<file path="src/rtl/tcam_route_writer.sv">
// Route-table programming engine: keeps a shadow of every TCAM entry, scans it for a
// matching or free slot and drives the TCAM write port for add, delete and flush commands.
module tcam_route_writer #(
  parameter int unsigned WIDTH = 32,
  parameter int unsigned SIZE  = 8,
  parameter int unsigned IDX_W = 3
) (
  input  logic               clk_i,
  input  logic               rst_i,
  input  logic               cmd_valid_i,
  output logic               cmd_ready_o,
  input  logic [1:0]         cmd_op_i,
  input  logic [WIDTH-1:0]   cmd_prefix_i,
  input  logic [5:0]         cmd_len_i,
  input  logic [3:0]         cmd_if_idx_i,
  output logic               rsp_valid_o,
  output logic [1:0]         rsp_status_o,
  output logic [IDX_W-1:0]   rsp_index_o,
  output logic               wr_en_o,
  output logic [IDX_W-1:0]   wr_index_o,
  output logic [2*WIDTH+3:0] wr_data_o,
  output logic [IDX_W:0]     entry_count_o
);

  localparam logic [1:0] OpAdd = 2'b00;
  localparam logic [1:0] OpFlush = 2'b10;
  localparam logic [1:0] OpRsvd = 2'b11;
  localparam logic [1:0] RspOk = 2'b00;
  localparam logic [1:0] RspFull = 2'b01;
  localparam logic [1:0] RspNotFound = 2'b10;
  localparam logic [1:0] RspBadCmd = 2'b11;
  localparam logic [IDX_W-1:0] LastIdx = IDX_W'(SIZE - 1);
  localparam logic [IDX_W-1:0] IdxOne = IDX_W'(1);
  localparam logic [IDX_W:0] CntOne = (IDX_W + 1)'(1);
  localparam logic [2*WIDTH+3:0] InvalidEntry = {4'hF, {(2 * WIDTH){1'b0}}};

  typedef enum logic [2:0] {StIdle, StScan, StWrite, StFlush, StResp} state_e;

  state_e state_q, state_d;

  logic [1:0]       op_q, status_q;
  logic [WIDTH-1:0] mask_q, prefix_q;
  logic [3:0]       if_q;
  logic [IDX_W-1:0] scan_idx_q, match_idx_q, match_idx_d, free_idx_q, free_idx_d;
  logic [IDX_W-1:0] rsp_idx_q, wr_idx_q;
  logic             match_found_q, match_found_d, free_found_q, free_found_d, is_new_q;
  logic [SIZE-1:0]  valid_q;
  logic [WIDTH-1:0] mask_tbl_q [SIZE];
  logic [WIDTH-1:0] pfx_tbl_q  [SIZE];
  logic [IDX_W:0]   count_q;

  logic             bad_cmd, cur_match, last_idx, write_go;
  logic [6:0]       cmd_shift;
  logic [WIDTH-1:0] cmd_mask;
  logic [IDX_W-1:0] target_idx;

  assign bad_cmd   = (cmd_op_i == OpRsvd) || ({1'b0, cmd_len_i} > 7'(WIDTH));
  assign cmd_shift = 7'(WIDTH) - {1'b0, cmd_len_i};
  assign cmd_mask  = (cmd_len_i == 6'd0) ? '0 : ({WIDTH{1'b1}} << cmd_shift);
  assign last_idx  = (scan_idx_q == LastIdx);
  assign cur_match = valid_q[scan_idx_q] && (mask_tbl_q[scan_idx_q] == mask_q) &&
                     (pfx_tbl_q[scan_idx_q] == prefix_q);

  // Running scan result including the entry examined this cycle.
  always_comb begin
    match_found_d = match_found_q;
    match_idx_d   = match_idx_q;
    free_found_d  = free_found_q;
    free_idx_d    = free_idx_q;
    if (state_q == StScan) begin
      if (!match_found_q && cur_match) begin
        match_found_d = 1'b1;
        match_idx_d   = scan_idx_q;
      end
      if (!free_found_q && !valid_q[scan_idx_q]) begin
        free_found_d = 1'b1;
        free_idx_d   = scan_idx_q;
      end
    end
  end

  assign write_go   = match_found_d || ((op_q == OpAdd) && free_found_d);
  assign target_idx = match_found_d ? match_idx_d : free_idx_d;

  always_ff @(posedge clk_i) begin
    if (rst_i) state_q <= StIdle;
    else       state_q <= state_d;
  end

  always_comb begin
    state_d = state_q;
    unique case (state_q)
      StIdle: begin
        if (cmd_valid_i) begin
          if (bad_cmd)                  state_d = StResp;
          else if (cmd_op_i == OpFlush) state_d = StFlush;
          else                          state_d = StScan;
        end
      end
      StScan:  if (last_idx) state_d = write_go ? StWrite : StResp;
      StWrite: state_d = StResp;
      StFlush: if (last_idx) state_d = StResp;
      StResp:  state_d = StIdle;
      default: state_d = StIdle;
    endcase
  end

  // Reset gates every strobe combinationally so an abort takes effect in the same cycle.
  always_comb begin
    cmd_ready_o  = (state_q == StIdle) && !rst_i;
    wr_en_o      = 1'b0;
    wr_index_o   = '0;
    wr_data_o    = '0;
    rsp_valid_o  = 1'b0;
    rsp_status_o = '0;
    rsp_index_o  = '0;
    if (!rst_i) begin
      unique case (state_q)
        StWrite: begin
          wr_en_o    = 1'b1;
          wr_index_o = wr_idx_q;
          wr_data_o  = (op_q == OpAdd) ? {if_q, mask_q, prefix_q} : InvalidEntry;
        end
        StFlush: begin
          wr_en_o    = 1'b1;
          wr_index_o = scan_idx_q;
          wr_data_o  = InvalidEntry;
        end
        StResp: begin
          rsp_valid_o  = 1'b1;
          rsp_status_o = status_q;
          rsp_index_o  = rsp_idx_q;
        end
        default: ;
      endcase
    end
  end

  assign entry_count_o = count_q;

  always_ff @(posedge clk_i) begin
    if (rst_i) begin
      op_q <= '0; mask_q <= '0; prefix_q <= '0; if_q <= '0;
      scan_idx_q <= '0; status_q <= '0; rsp_idx_q <= '0; wr_idx_q <= '0;
      match_found_q <= 1'b0; match_idx_q <= '0; free_found_q <= 1'b0; free_idx_q <= '0;
      is_new_q <= 1'b0; valid_q <= '0; count_q <= '0;
    end else begin
      match_found_q <= match_found_d;
      match_idx_q   <= match_idx_d;
      free_found_q  <= free_found_d;
      free_idx_q    <= free_idx_d;
      unique case (state_q)
        StIdle: begin
          if (cmd_valid_i) begin
            op_q          <= cmd_op_i;
            mask_q        <= cmd_mask;
            prefix_q      <= cmd_prefix_i & cmd_mask;
            if_q          <= cmd_if_idx_i;
            scan_idx_q    <= '0;
            match_found_q <= 1'b0;
            free_found_q  <= 1'b0;
            status_q      <= bad_cmd ? RspBadCmd : RspOk;
            rsp_idx_q     <= '0;
          end
        end
        StScan: begin
          scan_idx_q <= scan_idx_q + IdxOne;
          if (last_idx) begin
            wr_idx_q <= target_idx;
            is_new_q <= !match_found_d;
            if (write_go)           rsp_idx_q <= target_idx;
            else if (op_q == OpAdd) status_q  <= RspFull;
            else                    status_q  <= RspNotFound;
          end
        end
        StWrite: begin
          if (op_q == OpAdd) begin
            valid_q[wr_idx_q] <= 1'b1;
            if (is_new_q) count_q <= count_q + CntOne;
          end else begin
            valid_q[wr_idx_q] <= 1'b0;
            count_q           <= count_q - CntOne;
          end
        end
        StFlush: begin
          scan_idx_q <= scan_idx_q + IdxOne;
          if (last_idx) begin
            valid_q <= '0;
            count_q <= '0;
          end
        end
        default: ;
      endcase
    end
  end

  // Key storage needs no reset: an entry is only compared while its valid bit is set.
  always_ff @(posedge clk_i) begin
    if (!rst_i && (state_q == StWrite) && (op_q == OpAdd)) begin
      mask_tbl_q[wr_idx_q] <= mask_q;
      pfx_tbl_q[wr_idx_q]  <= prefix_q;
    end
  end

endmodule

</file>
<file path="config.mk">
export PLATFORM = sky130hd
export DESIGN_NAME = tcam_route_writer
export DESIGN_NICKNAME = d
export VERILOG_FILES = /design/src/rtl/tcam_route_writer.sv
export SDC_FILE = /design/constraint.sdc
export NUM_CORES = 1
export LEC_CHECK = 0
export CAP_MARGIN = 20
export CORE_AREA = 2 2 253 193
export DETAILED_ROUTE_END_ITERATION = 16
export DIE_AREA = 0 0 255 195
export PLACE_DENSITY = 0.74
export SLEW_MARGIN = 15
export SYNTH_ARGS = -nofsm -noshare
export SYNTH_HDL_FRONTEND = slang
export SYNTH_SLANG_ARGS = --single-unit
</file>
<file path="constraint.sdc">
create_clock -name clk_i -period 8.7 [get_ports clk_i]
set_input_delay 1.74 -clock clk_i [delete_from_list [all_inputs] [get_ports clk_i]]
set_output_delay 1.74 -clock clk_i [all_outputs]
set_load 0.02 [all_outputs]
</file>
==> results.sh, run 1 <==
export IMPL_cts_resized=0
export IMPL_layout_drive_gt1_share_pct=15.86
export IMPL_critPathMaxFanout=40
export IMPL_grt_usage_pct=24.30
export IMPL_first_global_vias=14165
export IMPL_synth_common_cells="512 x edfxtp_1, 119 x mux4_2, 108 x dfxtp_1, 75 x mux2i_1, 73 x and2_1"
export IMPL_r2r_end="rsp_idx_q[0]"
export IMPL_synth_edff_count=512
export IMPL_synth_cells=1507
export IMPL_root_buffer="clkbuf_16"
export IMPL_yosysTopAreaCellShare_pct=60.85
export IMPL_met1_length_um=25010
export IMPL_place_congestion=0.8846
export IMPL_grt_overflow=0
export IMPL_synth_top_cell_by_area="edfxtp_1"
export IMPL_route_met2_wl_um=28910
export IMPL_report_final_slew_viol_count=0
export IMPL_tns_ns=0
export IMPL_synthTopCellsByArea="edfxtp_1 61%, mux4_2 11%, dfxtp_1 8.6%"
export IMPL_total_power_w=0.006272
export IMPL_ios=130
export IMPL_ff2ff_setup_slack_ns=3.73
export IMPL_hold_buffers=0
export IMPL_drc=0
export IMPL_clk_latency_ns=0.59
export IMPL_power_leakage_nw=9.514
export IMPL_rsz0062_at_grt="false"
export IMPL_netlist_area_um2=25270
export IMPL_drt_initial_drc_count=1524
export IMPL_grt_antenna_before_repair=2
export IMPL_crit_end="wr_data_o[61]"
export IMPL_fin_nets=1687
export IMPL_synth_most_common_cell="edfxtp_1"
export IMPL_diodes=0
export IMPL_antenna_left=0
export IMPL_fill_cells=3288
export IMPL_wire_per_inst_um=25.73
export IMPL_endpoint_kind="output port"
export IMPL_ys_seq_elements=620
export IMPL_ys_warn_count=0
export IMPL_drv_cap=0
export IMPL_hold_path_class="flop to flop"
export IMPL_p_per_area_nw_per_um2=215.0
export IMPL_final_period_utilization_pct=75.37
export IMPL_dr_pass1_iters=6
export IMPL_reg2regPathDepth=10
export IMPL_port_buffers=129
export IMPL_dr_max_layer_used="met4"
export IMPL_grt_pass1_wl_um=89770
export IMPL_cts_max_level=2
export IMPL_cts_buffer_depth=3
export IMPL_path_class="input pin to output port"
export IMPL_async_flop_share_pct=0
export IMPL_ys_seq_area_share_pct=69.41
export IMPL_synthFlopType="edfxtp_1"
export IMPL_vias=14126
export IMPL_worst_slew_pin_transition_ns=1.158
export IMPL_die_x_um=255
export IMPL_fin_crit_ns=6.557
export IMPL_cts_sinks=620
export IMPL_fp_dieH_um=195
export IMPL_max_slew_margin_pct=22.79
export IMPL_multiInputGateArea_um2=7361
export IMPL_crit_required_ns=6.96
export IMPL_max_freq_mhz=152.5
export IMPL_wl_met3_um=4369
export IMPL_worst_ir_drop_vdd_mv=0.1814
export IMPL_start_kind="input pin"
export IMPL_cts_tree="done"
export IMPL_rows=69
export IMPL_core_um2=47050
export IMPL_start_util_pct=53.70
export IMPL_grt_max_degree=112
export IMPL_yosysUniqueCellTypes=68
export IMPL_avgSynthCellArea_um2=16.77
export IMPL_area_sequential_um2=17550
export IMPL_syn_nets=1560
export IMPL_cts_buffers=57
export IMPL_hold_viol=0
export IMPL_dieArea_um2=49730
export IMPL_outcome="finished clean"
export IMPL_arrival_ns=4.82
export IMPL_cts_setup_buffers=0
export IMPL_clk_pin_slew_ns=0.06
export IMPL_dp_hpwl_um=36170
export IMPL_final_setup_skew_ns=0.01635
export IMPL_drt_total_wl_um=59750
export IMPL_syn_to_final_growth_pct=15.49
export IMPL_startpoint="rst_i"
export IMPL_vias_per_cell=6.084
export IMPL_finalSetupViolCount=0
area by class of cell:
| type | instances | area share [%] |
|---|---|---|
| well taps | 639 | 2.740 |
| flip-flops and latches | 620 | 60.14 |
| clock inverters | 24 | 0.9820 |
| inverters | 9 | 0.1158 |
| multi-input cells | 798 | 25.23 |
| clock buffers | 84 | 5.793 |
| repair buffers | 148 | 5.000 |
layout by cell type (no fill, tap or decap), drive strengths merged, types with 26 or more instances in the layout:
master	Yosys	routed
xor2	38	38
edfxtp	512	512
nand2	67	67
dfxtp	108	108
mux2i	75	75
nor2	72	72
clkdlybuf4s50	0	129
mux4	119	119
clkbuf	42	84
a21oi	41	41
a22o	28	28
xnor2	26	26
a21o	28	28
and2	74	74
where the power goes:
part | switching [W] | internal [W]
registers | 0.0000570 | 0.00322
clock network | 0.00106 | 0.00153
logic | 0.000236 | 0.000169
cells by family (layout without fill, tap and decap cells):
family,after synthesis,count (layout),synth area share [%]
DFF,620,620,69.41
and+or+nand+nor,350,350,7.413
muxes,207,207,14.16
AOI/OAI and AO/OA,171,171,4.729
buffers and inverters,89,265,1.743
xor gates and xnor gates,64,64,2.219
adders and majority gates,6,6,0.3268
how the worst min path moves through the flow:
| stage | endpoint | slack [ns] | from | depth (start not counted) |
|---|---|---|---|---|
| CTS | if_q[0] | 0.46 | if_q[0] | 2 |
| global placement | if_q[0] | 0.45 | if_q[0] | 2 |
| detailed placement | if_q[0] | 0.45 | if_q[0] | 2 |
| global route | if_q[3] | 0.49 | if_q[3] | 2 |
| finish | if_q[0] | 0.46 | if_q[0] | 2 |
| floorplan | if_q[0] | 0.44 | if_q[0] | 2 |
metal layers:
| layer | track usage, % | up-vias |
|---|---|---|
| met1 | 35.05 | 7263 |
| met3 | 3.692 | 105 |
| li1 | - | 6168 |
| met5 | 0.4926 | - |
| met4 | 6.368 | 0 |
| met2 | 39.05 | 590 |
per-stage QoR:
stage	util, %	setup slack [ns]	instances	hold WS [ns]	area [um^2]
6_report	62.01	2.143	2322	0.4607	29180
4_1_cts	62.01	2.109	2322	0.4625	29180
2_1_floorplan	-	1.068	1507	0.4367	25270
5_1_grt	62.01	1.986	2322	0.4914	29180
3_5_place_dp	57.81	2.112	2214	0.4529	27200
3_3_place_gp	57.81	2.249	2214	0.4510	27200
critical path, cell delays in order:
cell	delay, ns
clkdlybuf4s50_1	0.40
buf_4	0.26
or2_2	0.44
nor2_4	0.79
buf_4	0.38
and2_1	0.16
clkdlybuf4s50_1	0.61
registers in the layout, summed over array words and instances (netlist names), 3 cells and up, named ones only:
signal	cells
mask_tbl_q	256
pfx_tbl_q	256
mask_q	32
prefix_q	32
valid_q	8
entry_count_o	4
if_q	4
free_idx_q	3
match_idx_q	3
rsp_idx_q	3
scan_idx_q	3
state_q	3
wr_idx_q	3
Power figures use the tool's default switching activity.
==> run 2, diff against run 1 <==
==> constraint.sdc (replaced) <==
create_clock -name clk_i -period 6 [get_ports clk_i]
set_input_delay 1.2 -clock clk_i [delete_from_list [all_inputs] [get_ports clk_i]]
set_output_delay 1.2 -clock clk_i [all_outputs]
set_load 0.02 [all_outputs]
==> results.sh, run 2 (synthesized netlist as in run 1, its figures left out) <==
export IMPL_vias=14359
export IMPL_start_util_pct=53.70
export IMPL_rows=69
export IMPL_max_freq_mhz=201.0
export IMPL_report_final_slew_viol_count=0
export IMPL_p_per_area_nw_per_um2=307.1
export IMPL_path_class="input pin to output port"
export IMPL_startpoint="rst_i"
export IMPL_max_slew_margin_pct=28.34
export IMPL_grt_overflow=0
export IMPL_worst_slew_pin_transition_ns=1.069
export IMPL_critPathTopFamily="buffers and inverters"
export IMPL_hold_path_class="flop to flop"
export IMPL_critPathMaxFanout=52
export IMPL_grt_max_degree=65
export IMPL_layout_drive_gt1_share_pct=16.70
export IMPL_cp_cell_sequence="clkdlybuf4s50_1 -> or2_2 -> nor2_4 -> buf_4 -> and2_1 -> clkdlybuf4s50_1"
export IMPL_endpoint_kind="output port"
export IMPL_drt_total_wl_um=60090
export IMPL_dr_pass1_iters=8
export IMPL_slowest_stage="clkdlybuf4s50_1"
export IMPL_swShare_pct=22.19
export IMPL_reg_top3="mask_tbl_q x256, pfx_tbl_q x256"
export IMPL_core_um2=47050
export IMPL_wire_per_inst_um=25.68
export IMPL_tns_ns=0
export IMPL_syn_to_final_growth_pct=16.30
export IMPL_fin_crit_ns=4.974
export IMPL_start_kind="input pin"
export IMPL_final_common_cell="edfxtp_1"
export IMPL_mostFrequentLayoutCells="512 x edfxtp_1, 129 x clkdlybuf4s50_1, 119 x mux4_2, 105 x dfxtp_1, 75 x mux2i_1"
export IMPL_cts_resized=0
export IMPL_worst_ir_drop_vdd_mv=0.2433
export IMPL_grt_usage_pct=24.49
export IMPL_die_x_um=255
export IMPL_hold_buffers=0
export IMPL_fill_cells=3316
export IMPL_vias_per_cell=6.136
export IMPL_cpMostUsedCell="clkdlybuf4s50_1"
export IMPL_grt_pass1_wl_um=90050
export IMPL_cts_buffers=56
export IMPL_antenna_left=0
export IMPL_slowest_delay_ns=0.61
export IMPL_ff2ff_setup_slack_ns=1.40
export IMPL_final_util_pct=62.45
export IMPL_rsz0062_at_grt="false"
export IMPL_seqPwrFrac_pct=52.9
export IMPL_post_place_ws_ns=0.9775
export IMPL_power_leakage_nw=9.599
export IMPL_drc=0
export IMPL_clkPwrFrac_pct=40.7
export IMPL_intPower_w=0.007021
export IMPL_fp_dieH_um=195
export IMPL_drv_cap=0
export IMPL_arrival_ns=3.77
export IMPL_r2r_end="state_q[1]"
export IMPL_combinationalPowerShare_pct=6.4
export IMPL_reg2regPathDepth=10
export IMPL_first_global_vias=14157
export IMPL_outcome="finished clean"
export IMPL_cts_tree="done"
export IMPL_cp_num_buf_inv=3
export IMPL_crit_required_ns=4.80
export IMPL_port_buffers=129
export IMPL_root_buffer="clkbuf_16"
export IMPL_place_congestion=0.8639
export IMPL_fin_ws_ns=1.026
export IMPL_hold_viol=0
export IMPL_diodes=0
export IMPL_ios=130
export IMPL_final_setup_skew_ns=0.01789
export IMPL_clk_pin_slew_ns=0.06
export IMPL_dp_hpwl_um=37770
export IMPL_dieArea_um2=49730
export IMPL_netSwitchingPower_w=0.002002
export IMPL_drt_initial_drc_count=1579
export IMPL_worstSetupPathDepth=6
export IMPL_finalSetupViolCount=0
export IMPL_cts_max_level=2
export IMPL_cts_sinks=620
export IMPL_fin_nets=1707
export IMPL_grt_antenna_before_repair=0
export IMPL_cts_buffer_depth=3
export IMPL_cts_setup_buffers=0
export IMPL_final_period_utilization_pct=82.91
export IMPL_crit_end="wr_data_o[58]"
export IMPL_clk_latency_ns=0.60
-- run 2: cell count changes in the layout (fill, tap and decap cells not counted), sizes merged --
cell and delta:
buf +21, bufinv +2, clkbuf -17, clkinv +9
clkinvlp +2, inv +1
-- run 2: power by group through the flow --
stage / clock [W] / combinational [W] / sequential [W]
2_1_floorplan: 0 / 0.000422 / 0.00480
3_3_place_gp: 0 / 0.000558 / 0.00486
3_5_place_dp: 0 / 0.000567 / 0.00487
4_1_cts: 0.00371 / 0.000570 / 0.00477
5_1_grt: 0.00389 / 0.000615 / 0.00478
6_report: 0.00367 / 0.000576 / 0.00477
-- run 2: how the worst min path moves through the flow --
| stage | startpoint | to | slack [ns] | depth (start not counted) |
|---|---|---|---|---|
| detailed placement | if_q[1] | if_q[1] | 0.46 | 2 |
| finish | if_q[1] | if_q[1] | 0.48 | 2 |
| global route | op_q[0] | op_q[0] | 0.49 | 2 |
| global placement | if_q[1] | if_q[1] | 0.45 | 2 |
| floorplan | if_q[0] | if_q[0] | 0.44 | 2 |
| CTS | if_q[1] | if_q[1] | 0.47 | 2 |
-- run 2: cell type report --
type	instances	area [um^2]	share of cell area [%]
Clock buffer	67	1474	5.016
Clock inverter	38	406.6	1.384
Inverter	9	33.78	0.1150
Multi-Input combinational cell	798	7367	25.07
Sequential cell	620	17550	59.72
Tap cell	639	799.5	2.721
Timing Repair Buffer	169	1754	5.970
-- run 2: worst reg2reg max path: cells and delay by family, from the launching register on --
family / cells / cell delay, ns
compound gates: 2 / 0.69
xor+xnor: 1 / 0.41
buf+inv: 1 / 0.46
flops: 1 / 0.88
mux: 2 / 0.74
simple gates: 4 / 1.33
-- run 2: metrics by stage --
| step | hold WS, ns | instances | total power, W | instance area, um^2 |
|---|---|---|---|---|
| after floorplan | 0.4367 | 1507 | 0.005224 | 25280 |
| after global placement | 0.4492 | 2235 | 0.005420 | 27500 |
| after detailed placement | 0.4610 | 2235 | 0.005433 | 27500 |
| after CTS | 0.4708 | 2340 | 0.009054 | 29380 |
| after global routing | 0.4929 | 2340 | 0.009283 | 29380 |
| final | 0.4751 | 2340 | 0.009023 | 29380 |
-- run 2: per-layer routing --
| layer | up-vias | routed length, um | GRT usage (%) |
|---|---|---|---|
| li1 | 6193 | - | - |
| met1 | 7392 | 25750 | 36.79 |
| met2 | 660 | 27680 | 37.32 |
| met3 | 114 | 5116 | 4.479 |
| met4 | 0 | 1542 | 6.303 |
| met5 | - | 0 | 0 |
